[config.mk]
export PLATFORM = sky130hd
export DESIGN_NAME = wishbone_mem_responder
export DESIGN_NICKNAME = d
export VERILOG_FILES = /design/src/rtl/mem_bus_pkg.sv /design/src/rtl/wb_watchdog.sv /design/src/rtl/wishbone_mem_responder.sv
export SDC_FILE = /design/constraint.sdc
export NUM_CORES = 1
export LEC_CHECK = 0
export ABC_CLOCK_PERIOD_IN_PS = 5100
export BUFFER_PORTS_ARGS = -buffer_cell sky130_fd_sc_hd__buf_2
export CORE_ASPECT_RATIO = 0.5
export CORE_UTILIZATION = 40
export CTS_BUF_LIST = sky130_fd_sc_hd__clkbuf_16
export CTS_CLUSTER_SIZE = 16
export DETAILED_ROUTE_END_ITERATION = 10
export PLACE_DENSITY = 0.71
export SETUP_SLACK_MARGIN = 0.02
export SYNTH_ARGS = -nofsm -noshare
export SYNTH_HDL_FRONTEND = slang
export SYNTH_SLANG_ARGS = --single-unit
[constraint.sdc]
create_clock -name clk -period 5.1 [get_ports clk]
set_input_delay 0.255 -clock clk [delete_from_list [all_inputs] [get_ports clk]]
set_output_delay 0.255 -clock clk [all_outputs]
set_load 0.005 [all_outputs]
[src/rtl/mem_bus_pkg.sv]
// Shared types and defaults for the request-handler memory path.
// Used by request_handler and wishbone_mem_responder.
package mem_bus_pkg;
   localparam int          DEF_ADDR_W   = 32;
   localparam int          DEF_DATA_W   = 32;
   localparam logic [31:0] DEF_ERR_DATA = 32'hBAD1_BAD1;

   typedef enum logic {
      IDLE = 1'b0,
      BUS  = 1'b1
   } resp_state_t;
endpackage

[src/rtl/wb_watchdog.sv]
// ACK wait counter: expired is high during the LIMIT-th consecutive enabled cycle.
// Zero latency on expired; clear has priority over enable.
module wb_watchdog #(
   parameter int LIMIT = 255
) (
   input  logic clk,
   input  logic rst,
   input  logic clear,
   input  logic enable,
   output logic expired
);
   localparam int CNT_W = $clog2(LIMIT + 1);

   logic [CNT_W-1:0] count;

   always_ff @(posedge clk or posedge rst) begin
      if (rst)
         count <= '0;
      else if (clear)
         count <= '0;
      else if (enable && !expired)
         count <= count + 1'b1;
   end

   assign expired = (count == CNT_W'(LIMIT - 1));
endmodule

[src/rtl/wishbone_mem_responder.sv]
// Runs one request-handler read/write as a single classic Wishbone cycle; one outstanding, busy holds off requester.
// Zero-wait slave gives 1 busy cycle; WB_TIMEOUT_EN adds an ACK watchdog of TIMEOUT_CYCLES cycles.
module wishbone_mem_responder
   import mem_bus_pkg::*;
#(
   parameter int                ADDR_W         = DEF_ADDR_W,
   parameter int                DATA_W         = DEF_DATA_W,
   parameter logic [DATA_W-1:0] ERR_DATA       = DATA_W'(DEF_ERR_DATA),
   parameter int                TIMEOUT_CYCLES = 255
) (
   input  logic                clk,
   input  logic                rst,
   input  logic                mem_read,
   input  logic                mem_write,
   input  logic [ADDR_W-1:0]   adr_to_mem,
   input  logic [DATA_W-1:0]   data_to_mem,
   input  logic [DATA_W/8-1:0] sel_to_mem,
   output logic                mem_busy,
   output logic [DATA_W-1:0]   data_from_mem,
   output logic                bus_err,
   output logic                wb_cyc_o,
   output logic                wb_stb_o,
   output logic                wb_we_o,
   output logic [ADDR_W-1:0]   wb_adr_o,
   output logic [DATA_W-1:0]   wb_dat_o,
   output logic [DATA_W/8-1:0] wb_sel_o,
   input  logic [DATA_W-1:0]   wb_dat_i,
   input  logic                wb_ack_i,
   input  logic                wb_err_i
);
   resp_state_t state;
   logic        timeout;

`ifdef WB_TIMEOUT_EN
   logic wd_expired;

   wb_watchdog #(.LIMIT(TIMEOUT_CYCLES)) u_watchdog (
      .clk     (clk),
      .rst     (rst),
      .clear   (state == IDLE),
      .enable  ((state == BUS) && !wb_ack_i && !wb_err_i),
      .expired (wd_expired)
   );

   // An ACK arriving in the final allowed cycle still completes normally.
   assign timeout = (state == BUS) && wd_expired && !wb_ack_i;
`else
   assign timeout = 1'b0;
`endif

   // Bus outputs are the captured request itself, so they read zero whenever idle.
   always_ff @(posedge clk or posedge rst) begin
      if (rst) begin
         state         <= IDLE;
         mem_busy      <= 1'b0;
         data_from_mem <= '0;
         bus_err       <= 1'b0;
         wb_cyc_o      <= 1'b0;
         wb_stb_o      <= 1'b0;
         wb_we_o       <= 1'b0;
         wb_adr_o      <= '0;
         wb_dat_o      <= '0;
         wb_sel_o      <= '0;
      end else begin
         bus_err <= 1'b0;
         case (state)
            IDLE: begin
               if (mem_read || mem_write) begin
                  state    <= BUS;
                  mem_busy <= 1'b1;
                  wb_cyc_o <= 1'b1;
                  wb_stb_o <= 1'b1;
                  wb_we_o  <= mem_write;
                  wb_adr_o <= adr_to_mem;
                  wb_dat_o <= data_to_mem;
                  wb_sel_o <= sel_to_mem;
               end
            end
            BUS: begin
               if (wb_err_i || timeout || wb_ack_i) begin
                  if (!wb_we_o)
                     data_from_mem <= (wb_err_i || timeout) ? ERR_DATA : wb_dat_i;
                  bus_err  <= wb_err_i || timeout;
                  state    <= IDLE;
                  mem_busy <= 1'b0;
                  wb_cyc_o <= 1'b0;
                  wb_stb_o <= 1'b0;
                  wb_we_o  <= 1'b0;
                  wb_adr_o <= '0;
                  wb_dat_o <= '0;
                  wb_sel_o <= '0;
               end
            end
            default: begin
               state    <= IDLE;
               mem_busy <= 1'b0;
               wb_cyc_o <= 1'b0;
               wb_stb_o <= 1'b0;
            end
         endcase
      end
   end
endmodule

==> out/metrics.cfg, run 1 <==
[run_status]
run_status = finished, final reports clean

[sta]
rsz0062_at_grt = no
finalMaxSlewViolations = 0
fmax_mhz = 475
finalHoldViolCount = 0
worst_pin_slew_ns = 0.998
holdWs_ns = 0.134
setup_slack_ns = 2.99
relSlewSlack_pct = 33.3
setup_viol = 0
finalCritPeriodShare_pct = 41.3
clock_skew_ns = 0.00393
setup-tns-final_ns = 0
fin_crit_ns = 2.11

[clock_network]
cts-resized-gates = 0
cts_made_buffers = 9
cts_htree_levels = 3
cts_max_path_buffers = 2
cts_setup_buffers = 0
clk_latency_ns = 0.34
clock_tree.root_cell = clkbuf_16
ctsHoldBuffers = 1
cts_tree = built
clkTransAtPathRegs_ns = 0.07
cts_sinks = 104

[synthesis]
synth.avg_cell_area_sq_um = 12.3
synth_cells = 347
synth_top_area_share_pct = 61.1
synthTopCellsByArea = dfrtp_1 (61%), mux2i_1 (10%), a22o_1 (8.6%)
seq_area_frac_synth_pct = 61.1
synth_common_cells = dfrtp_1 (104), mux2i_1 (44), a22o_1 (42)
synth_area_sq_mm = 0.00426
ys_warn_count = 0
synth_edf_count = 0
synthFlopType = dfrtp_1
synth-async-reset-ratio_pct = 100
ys_types = 21
ys_ff_latch = 104
synth.most_common_cell = dfrtp_1
synth.net_count = 453
yosysTopAreaCell = dfrtp_1

[power_and_ir_drop]
power_density_mw_per_mm2 = 404
ir_drop_mv = 0.157
leakage_nw = 3.02

[placed_design]
io_buffers = 210
pre_cts_ws_ns = 2.55
hpwl_mm = 6.99
place.gp.congestion = 0.695
dp_cells = 679

[drt]
wire_per_inst_um = 14.3
num_vias = 3331
drtIter0Drc = 142
via_per_inst = 4.79
drc = 0
final_antenna_net_count = 0
wirelength_mm = 9.96
drtPass1Iterations = 4

[floorplanning]
die_w_um = 148
io_pins = 211
rows = 26
die_y_um = 75.0
core_sq_mm = 0.0103
initial_utilization_pct = 41.4
dieArea_sq_mm = 0.0111

[global_route]
overflow = 0
grt_pass1_vias = 2999
grt_max_degree = 75
grtUsageTotal_pct = 17.5
grt_pass1_wl_mm = 15.0
antenna_found_initial = 0

[cells_and_area]
area_delta_synth_final_pct = 34.1
multi_input_area_sq_mm = 0.00146
nFillCells = 922
final_nets = 657
seq_area_sq_mm = 0.00260
final_util_pct = 55.5
antennaDiodeCount = 0
final_cells = 696
drive_above_1_share_pct = 45.0

[worst_setup_path]
crit_chain = buf_2 -> nor2_1 -> nor3b_4 -> buf_4 -> mux2i_1
path_max_fanout = 35
cp.required_ns = 5.35
worstPathArrival_ns = 2.36
crit_path_top_delay_cell = nor3b_4
worstSetupPathType = primary input to flip-flop
worst_setup_path_start_kind = primary input
worst-path-buf-inv = 2
slowest_delay_ns = 0.78
endpoint_kind = flip-flop
crit_family = simple AND/OR/NAND/NOR gates

[job]
drv_cap = 0

[min_path]
hold_path_class = primary input to flip-flop

-- cell usage in the layout (no fill, tap or decap), drive strengths merged, types with 2 or more instances in the layout --
master / count
mux2i: 44
a22o: 42
o21ai: 28
dfrtp: 104
nor2b: 14
clkbuf: 9
nand2: 28
buf: 216
clkinvlp: 3
nor2: 22
mux2: 14
inv: 22
or2: 2
nor3b: 2
-- metrics by stage --
| stage | instance area, sq um | power [W] |
|---|---|---|
| after floorplan | 4260 | 0.00139 |
| after global routing | 5710 | 0.00244 |
| after CTS | 5710 | 0.00234 |
| after detailed placement | 5410 | 0.00166 |
| final | 5710 | 0.00231 |
| after global placement | 5410 | 0.00165 |
-- layer usage --
metal,vias to the layer above,part of all wire [%],GRT usage (%)
li1,1599,-,-
met1,1639,43,22.7
met2,84,51,29.6
met3,9,4.6,4.67
met4,0,0.95,5.38
met5,-,0,0
-- area by class of cell --
| class | count | share of cell area [%] |
|---|---|---|
| sequential | 104 | 45.6 |
| inverter | 20 | 1.36 |
| timing repair buffer | 217 | 19.4 |
| multi-input combinational | 199 | 25.5 |
| tap | 140 | 3.07 |
| clock inverter | 7 | 1.14 |
| clock buffer | 9 | 3.94 |
-- worst paths after layout --
check	from	end	slack, ns	depth (start not counted)
max	wb_err_i	data_from_mem[9]	2.99	5
min	data_to_mem[27]	wb_dat_o[27]	0.13	2
max reg2reg	wb_we_o	data_from_mem[9]	3.13	3
min reg2reg	data_from_mem[1]	data_from_mem[1]	0.48	1
max in group asynchronous	rst	data_from_mem[27]	3.38	4
min in group asynchronous	rst	wb_adr_o[29]	0.46	3
-- power by group --
group	total, W	switching [W]	leakage (nW)	internal, W
Sequential	0.00110	0.0000989	1.29	0.000997
Combinational	0.000542	0.000258	1.59	0.000284
Clock	0.000669	0.000293	0.140	0.000376
Total	0.00231	0.000649	3.02	0.00166
-- state kept, by name, summed over array words and instances, names as in the netlist --
signal / count
wb_sel_o: 4
state: 1
wb_we_o: 1
bus_err: 1
wb_adr_o: 32
wb_dat_o: 32
wb_stb_o: 1
data_from_mem: 32
-- logic make-up (layout without fill, tap and decap cells) --
| group | count (synthesis) | after routing | share of synthesized area (%) |
|---|---|---|---|
| DFF | 104 | 104 | 61.1 |
| and+or+nand+nor | 69 | 69 | 7.70 |
| muxes | 58 | 58 | 14.0 |
| buffers and inverters | 44 | 253 | 4.82 |
| AOI/OAI and AO/OA | 72 | 72 | 12.3 |
No activity file was read; power rests on OpenSTA's default activity.
==> run 2: changes to the inputs <==
--- a/config.mk
+++ b/config.mk
@@ -5,7 +5,7 @@
 export SDC_FILE = /design/constraint.sdc
 export NUM_CORES = 1
 export LEC_CHECK = 0
-export ABC_CLOCK_PERIOD_IN_PS = 5100
+export ABC_CLOCK_PERIOD_IN_PS = 2180
 export BUFFER_PORTS_ARGS = -buffer_cell sky130_fd_sc_hd__buf_2
 export CORE_ASPECT_RATIO = 0.5
 export CORE_UTILIZATION = 40
==> constraint.sdc (replaced) <==
create_clock -name clk -period 2.18 [get_ports clk]
set_input_delay 0.109 -clock clk [delete_from_list [all_inputs] [get_ports clk]]
set_output_delay 0.109 -clock clk [all_outputs]
set_load 0.005 [all_outputs]
==> run 2 against run 1 <==
  * Clock power is 110% higher
  * Sequential power increased by 130%
  * Register-to-register slack worse by 2.4 ns
  * Final cell count rose by 6.0%
  * Die area stayed put
  * Setup slack worse by 2.3 ns
  * Worst hold slack got worse by 0.13 ns
  * Clock skew rose by 0.0015 ns
  * Non-clock buffer count is 42 higher
  * Critical path depth down 1
  * Flip-flop and latch count is the same
  * Combinational power rose by 150%
  * Critical path type is now flip-flop to flip-flop
  * Largest power group unchanged
==> out/metrics.cfg, run 2 (synthesis results as in run 1) <==
[run_status]
run_status = finished, final reports clean

[power_and_ir_drop]
leakage_nw = 3.19  ; +5.8%
power_density_mw_per_mm2 = 872  ; +120%
ir_drop_mv = 0.371  ; +140%

[global_route]
grt_pass1_wl_mm = 16.4  ; +9.2%
grtUsageTotal_pct = 19.1  ; +1.6 points
grt_pass1_vias = 3333  ; +11%
antenna_found_initial = 0  ; unchanged
overflow = 0  ; unchanged
grt_max_degree = 61  ; -19%

[drt]
wire_per_inst_um = 14.6  ; +2.1%
drc = 0  ; unchanged
wirelength_mm = 10.8  ; +8.3%
drtPass1Iterations = 4  ; unchanged
via_per_inst = 4.74  ; -0.96%
num_vias = 3498  ; +5.0%
drtIter0Drc = 171  ; +20%
final_antenna_net_count = 0  ; unchanged

[sta]
holdWs_ns = 0.00868  ; -0.125 ns
relSlewSlack_pct = 68.9  ; +36 points
setup-tns-final_ns = 0  ; unchanged
fmax_mhz = 668
clock_skew_ns = 0.00545  ; +0.00152 ns
rsz0062_at_grt = no
finalCritPeriodShare_pct = 68.6
finalHoldViolCount = 0  ; unchanged
fin_crit_ns = 1.50
worst_pin_slew_ns = 0.465  ; -0.533 ns
setup_viol = 0  ; unchanged
finalMaxSlewViolations = 0  ; unchanged

[worst_setup_path]
worstSetupPathType = flip-flop to flip-flop
slowest_delay_ns = 0.40  ; -0.38 ns
crit_path_top_delay_cell = buf_4
cp_common_cell = buf_4
crit_chain = buf_4 -> nor2_2 -> buf_4 -> a22o_1
worstPathArrival_ns = 1.77  ; -0.59 ns
path_max_fanout = 42  ; +20%
endpoint_kind = flip-flop
cp.required_ns = 2.45  ; -2.90 ns
worst_setup_path_start_kind = flip-flop

[clock_network]
cts_tree = built
cts_htree_levels = 3  ; unchanged
clock_tree.root_cell = clkbuf_16
cts_made_buffers = 9  ; unchanged
clkTransAtPathRegs_ns = 0.07  ; about the same
cts_sinks = 104  ; unchanged
clk_latency_ns = 0.33  ; about the same
cts_setup_buffers = 0  ; unchanged
cts_max_path_buffers = 2  ; unchanged

[cells_and_area]
final_nets = 699  ; +6.4%
fin_area_sq_mm = 0.00611  ; +7.0%
antennaDiodeCount = 0  ; unchanged
final_common_cell = buf_2
final_cell_mix = buf_2 (210), dfrtp_1 (104), mux2i_1 (44)
nFillCells = 868  ; -5.9%
final_util_pct = 59.4  ; +3.9 points
drive_above_1_share_pct = 42.1  ; -2.8 points
area_delta_synth_final_pct = 43.5
top_regs = data_from_mem x32, wb_adr_o x32, wb_dat_o x32

[placed_design]
place.gp.congestion = 0.730  ; +5.1%
hpwl_mm = 7.06  ; +1.1%
io_buffers = 210  ; unchanged
dpl_cell_area_sq_mm = 0.00547  ; +1.0%

[floorplanning]
die_y_um = 75.0  ; unchanged
dieArea_sq_mm = 0.0111  ; unchanged
die_w_um = 148  ; unchanged
core_sq_mm = 0.0103  ; unchanged
rows = 26  ; unchanged
io_pins = 211  ; unchanged
initial_utilization_pct = 41.4  ; unchanged

[job]
drv_cap = 0  ; unchanged

[min_path]
hold_path_class = primary input to flip-flop

-- run 2: report_power, final --
group	total (W)	leakage [nW]	switching (W)	internal (W)
Clock	0.00141	0.133	0.000657	0.000752
Combinational	0.00135	1.77	0.000627	0.000723
Sequential	0.00257	1.29	0.000236	0.00233
Total	0.00533	3.19	0.00152	0.00381
-- run 2: timing repair --
item / in CTS / in global routing
resized for setup: 0 / 0
hold endpoints to repair: 54 / 2
hold buffers: 37 / 2
-- run 2: final timing paths --
path	start	end	slack, ns	cells after the start
min in group asynchronous	rst	data_from_mem[13]	0.35	3
setup reg to reg	state	wb_adr_o[8]	0.68	4
hold reg to reg	data_from_mem[1]	data_from_mem[1]	0.49	1
max in group asynchronous	rst	data_from_mem[21]	1.13	4
hold / removal	adr_to_mem[27]	wb_adr_o[27]	0.009	2
setup / recovery	state	wb_adr_o[8]	0.68	4
-- run 2: area by class of cell --
cell class                 count  area (sq um)  share of cell area [%]
multi-input combinational    199          1460                    23.9
sequential                   104          2600                    42.6
clock inverter                 7          30.0                   0.491
clock buffer                   9           225                    3.69
inverter                      20          78.8                    1.29
timing repair buffer         259          1540                    25.2
tap                          140           175                    2.87
-- run 2: critical path, delay by kind of cell, from the launching register on --
family / cells / cell delay (ns)
compound gates: 1 / 0.23
buf+inv: 2 / 0.64
simple gates: 1 / 0.15
flops: 1 / 0.39
-- run 2: stage by stage --
stage	power [W]	cells	setup slack, ns
global placement	0.00386	683	0.736
floorplan	0.00325	347	0.814
global route	0.00567	738	0.561
detailed placement	0.00391	683	0.714
CTS	0.00539	736	0.706
finish	0.00533	738	0.683
-- run 2: per-layer routing --
metal  wire length (um)  up-vias  global-route usage, %
li1                   -     1676                      -
met1               4480     1720                   23.3
met2               5720       89                   34.5
met3                434       13                   4.91
met4                148        0                   5.61
met5                  0        -                      0
==> run 3: changes to the inputs <==
--- a/config.mk
+++ b/config.mk
@@ -5,14 +5,15 @@
 export SDC_FILE = /design/constraint.sdc
 export NUM_CORES = 1
 export LEC_CHECK = 0
-export ABC_CLOCK_PERIOD_IN_PS = 2180
+export ABC_AREA = 1
+export ABC_CLOCK_PERIOD_IN_PS = 1400
 export BUFFER_PORTS_ARGS = -buffer_cell sky130_fd_sc_hd__buf_2
 export CORE_ASPECT_RATIO = 0.5
 export CORE_UTILIZATION = 40
 export CTS_BUF_LIST = sky130_fd_sc_hd__clkbuf_16
 export CTS_CLUSTER_SIZE = 16
 export DETAILED_ROUTE_END_ITERATION = 10
-export PLACE_DENSITY = 0.71
+export PLACE_DENSITY = 0.72
 export SETUP_SLACK_MARGIN = 0.02
 export SYNTH_ARGS = -nofsm -noshare
 export SYNTH_HDL_FRONTEND = slang
==> constraint.sdc (replaced) <==
create_clock -name clk -period 1.4 [get_ports clk]
set_input_delay 0.07 -clock clk [delete_from_list [all_inputs] [get_ports clk]]
set_output_delay 0.07 -clock clk [all_outputs]
set_load 0.005 [all_outputs]
==> run 3 against run 2 <==
  * Final cell count increased by 20%
  * Sequential share of layout area decreased by 2.7 points
  * Global-route usage increased by 3.7 points
  * Clock power increased by 73%
  * Critical path depth increased by 1
  * Routed wire length increased by 10%
  * Non-clock buffer count increased by 51
  * Core utilization increased by 7.9 points
  * Highest routed layer unchanged
  * Via count increased by 19%
  * Clock skew decreased by 0.0011 ns
  * Register-to-register slack got worse by 0.50 ns
  * Largest power group unchanged
  * Fmax increased by 23%
==> out/metrics.cfg, run 3 <==
[sta]
finalHoldViolCount = 0  ; unchanged
setup-tns-final_ns = 0  ; unchanged
finalMaxSlewViolations = 0  ; unchanged
finalCritPeriodShare_pct = 86.9  ; +18 points
fin_crit_ns = 1.22  ; -0.279 ns
clock_skew_ns = 0.00436  ; -0.00109 ns
holdWs_ns = 0.00674  ; -0.00194 ns
fmax_mhz = 822  ; +23%
rsz0062_at_grt = no
setup_viol = 0  ; unchanged
relSlewSlack_pct = 79.2  ; +10 points
worst_pin_slew_ns = 0.312  ; -0.154 ns

[synthesis]
synth-async-reset-ratio_pct = 100  ; unchanged
synth_area_sq_mm = 0.00410  ; -3.8%
synth_compound_area_share_pct = 4.55  ; -7.8 points
synthAdderAreaFrac_pct = 0  ; unchanged
synthFlopType = dfrtp_1
yosys.area_share.simple_pct = 27.6  ; +20 points
seq_area_frac_synth_pct = 63.6  ; +2.4 points
ys_types = 13  ; -38%
synthMuxAreaShare_pct = 0  ; -14 points
synthTopCellsByArea = dfrtp_1 (64%), nand2_1 (17%), nand3_1 (8.4%)
synth.net_count = 560  ; +24%
yosysTopAreaCell = dfrtp_1
synth_edf_count = 0  ; unchanged
synth_xor_area_share_pct = 0  ; unchanged
synth_top_family_by_area = simple AND/OR/NAND/NOR gates
synth_cells = 454  ; +31%
synth_top_area_share_pct = 63.6  ; +2.4 points
ys_ff_latch = 104  ; unchanged
synth.most_common_cell = nand2_1
synth.avg_cell_area_sq_um = 9.02  ; -26%
ys_warn_count = 0  ; unchanged
synth_common_cells = nand2_1 (188), dfrtp_1 (104), nand3_1 (69)

[min_path]
hold_path_class = primary input to flip-flop
hold_start = wb_dat_i[30]
hold_end = data_from_mem[30]
min_path_cells = 3  ; +1

[clock_network]
cts_max_path_buffers = 2  ; unchanged
cts_setup_buffers = 0  ; unchanged
cts-resized-gates = 0  ; unchanged
cts_made_buffers = 9  ; unchanged
ctsHoldBuffers = 89  ; +140%
clkTransAtPathRegs_ns = 0.07  ; about the same
cts_htree_levels = 3  ; unchanged
cts_tree = built
clk_latency_ns = 0.34  ; about the same
cts_sinks = 104  ; unchanged
clock_tree.root_cell = clkbuf_16

[job]
drv_cap = 0  ; unchanged

[worst_setup_path]
worstPathArrival_ns = 1.49  ; -0.28 ns
r2r-start = state
timing.rr.end = wb_adr_o[18]
worstSetupPathType = flip-flop to flip-flop
worst_setup_path_start_kind = flip-flop
r2r_slack_ns = 0.18  ; -0.50 ns
endpoint_kind = flip-flop
cp.required_ns = 1.68  ; -0.77 ns
path_max_fanout = 56  ; +33%
ff2ff_path_depth = 5  ; +1

[power_and_ir_drop]
leakage_nw = 3.61  ; +13%
power_frac_seq_pct = 45.1  ; -3.1 points
netSwitchingFraction_pct = 31.1  ; +2.6 points
power_frac_comb_pct = 29.0  ; +3.7 points
internal_power_w = 0.00648  ; +70%
power.switching_w = 0.00292  ; +92%
ir_drop_mv = 0.700  ; +89%
clkPwrFrac_pct = 26.0  ; -0.4 points
power_density_mw_per_mm2 = 1440  ; +65%

[drt]
drtPass1Iterations = 4  ; unchanged
final_antenna_net_count = 0  ; unchanged
wirelength_mm = 11.9  ; +10%
num_vias = 4177  ; +19%
via_per_inst = 4.73  ; -0.31%
drtIter0Drc = 265  ; +55%
wire_per_inst_um = 13.5  ; -7.9%
drc = 0  ; unchanged

[cells_and_area]
final_common_cell = buf_2
final_nets = 849  ; +21%
top_regs = data_from_mem x32, wb_adr_o x32, wb_dat_o x32
drive_above_1_share_pct = 32.2  ; -9.9 points
final_cell_mix = buf_2 (210), nand2_1 (188), dfrtp_1 (104)
nFillCells = 746  ; -14%
area_delta_synth_final_pct = 59.4

[floorplanning]
initial_utilization_pct = 42.2  ; +0.81 points
rows = 25  ; -3.8%
dieArea_sq_mm = 0.0107  ; -3.7%
core_sq_mm = 0.00970  ; -5.7%
die_y_um = 73.5  ; -1.9%
io_pins = 211  ; unchanged
die_w_um = 145  ; -1.9%

[global_route]
grt_pass1_wl_mm = 19.2  ; +17%
grt-busiest-layer = met2
gr-usage-met1_pct = 26.7  ; +3.4 points
grtUsageTotal_pct = 22.8  ; +3.7 points
grt_max_degree = 65  ; +6.6%
grt_pass1_vias = 4037  ; +21%
grt_util_met3_pct = 4.91  ; about the same
antenna_found_initial = 0  ; unchanged
met2_usage_pct = 41.3  ; +6.8 points
overflow = 0  ; unchanged

[placed_design]
io_buffers = 210  ; unchanged
hpwl_mm = 7.01  ; -0.73%
place.gp.congestion = 0.772  ; +5.7%

[run_status]
run_status = finished, final reports clean

-- run 3: cell types whose count changed after synthesis, moves of 2 or more --
cell / previous run / this run
mux2_1: 2 / 0
mux2i_1: 44 / 0
or2_2: 2 / 0
inv_1: 20 / 5
clkbuf_1: 5 / 14
buf_2: 11 / 13
nor2_1: 21 / 19
nor2b_1: 14 / 0
nand3_1: 0 / 69
mux2_2: 12 / 0
buf_4: 7 / 5
a22o_1: 42 / 0
o21ai_0: 28 / 33
nand2_1: 28 / 188
-- run 3: logic make-up after synthesis --
logic type	after synthesis
and+or+nand+nor	277
AOI/OAI and AO/OA	35
DFF	104
buffers and inverters	38
-- run 3: power by group through the flow --
stage | clock network (W) | registers (W) | logic, W
5_1_grt | 0.00265 | 0.00434 | 0.00303
3_5_place_dp | 0 | 0.00426 | 0.00252
6_report | 0.00244 | 0.00424 | 0.00272
4_1_cts | 0.00250 | 0.00423 | 0.00271
3_3_place_gp | 0 | 0.00425 | 0.00246
2_1_floorplan | 0 | 0.00434 | 0.00111
-- run 3: routing by layer --
metal,vias to the layer above,wire (um)
met1,1978,4740
met3,33,477
met5,-,0
met2,148,6260
met4,0,422
li1,2018,-
-- run 3: area by class of cell --
cell class	instances	area (sq um)	area share [%]
sequential	104	2600	39.9
timing repair buffer	310	2110	32.4
multi-input combinational	312	1330	20.3
clock buffer	9	225	3.45
tap	135	169	2.59
clock inverter	7	63.8	0.978
inverter	6	26.3	0.403
antenna	1	2.50	0.0383
-- run 3: worst max path at each step --
| stage | startpoint | end | slack, ns | cells past startpoint |
|---|---|---|---|---|
| after floorplan | rst | bus_err | 0.08 | 1 |
| after global placement | state | wb_dat_o[25] | 0.25 | 6 |
| after CTS | state | wb_sel_o[3] | 0.18 | 6 |
| after global routing | state | data_from_mem[26] | 0.06 | 6 |
| after detailed placement | state | data_from_mem[7] | 0.19 | 6 |
| final | state | wb_adr_o[18] | 0.18 | 5 |
-- run 3: critical path, cell delays in order, from the launching register on --
cell     delay, ns
dfrtp_1       0.41
inv_1         0.12
o21ai_4       0.11
buf_12        0.28
nand3_1       0.13
nand2_1       0.09
-- run 3: stage by stage --
step / setup WS (ns) / util (%) / std cells / power [W] / instance area, sq um
final: 0.183 / 67.3 / 884 / 0.00940 / 6530
after global routing: 0.0646 / 67.3 / 883 / 0.0100 / 6530
after CTS: 0.180 / 67.3 / 883 / 0.00944 / 6530
after detailed placement: 0.192 / 55.1 / 778 / 0.00678 / 5350
after global placement: 0.247 / 55.1 / 778 / 0.00671 / 5350
after floorplan: 0.0844 / - / 454 / 0.00545 / 4100
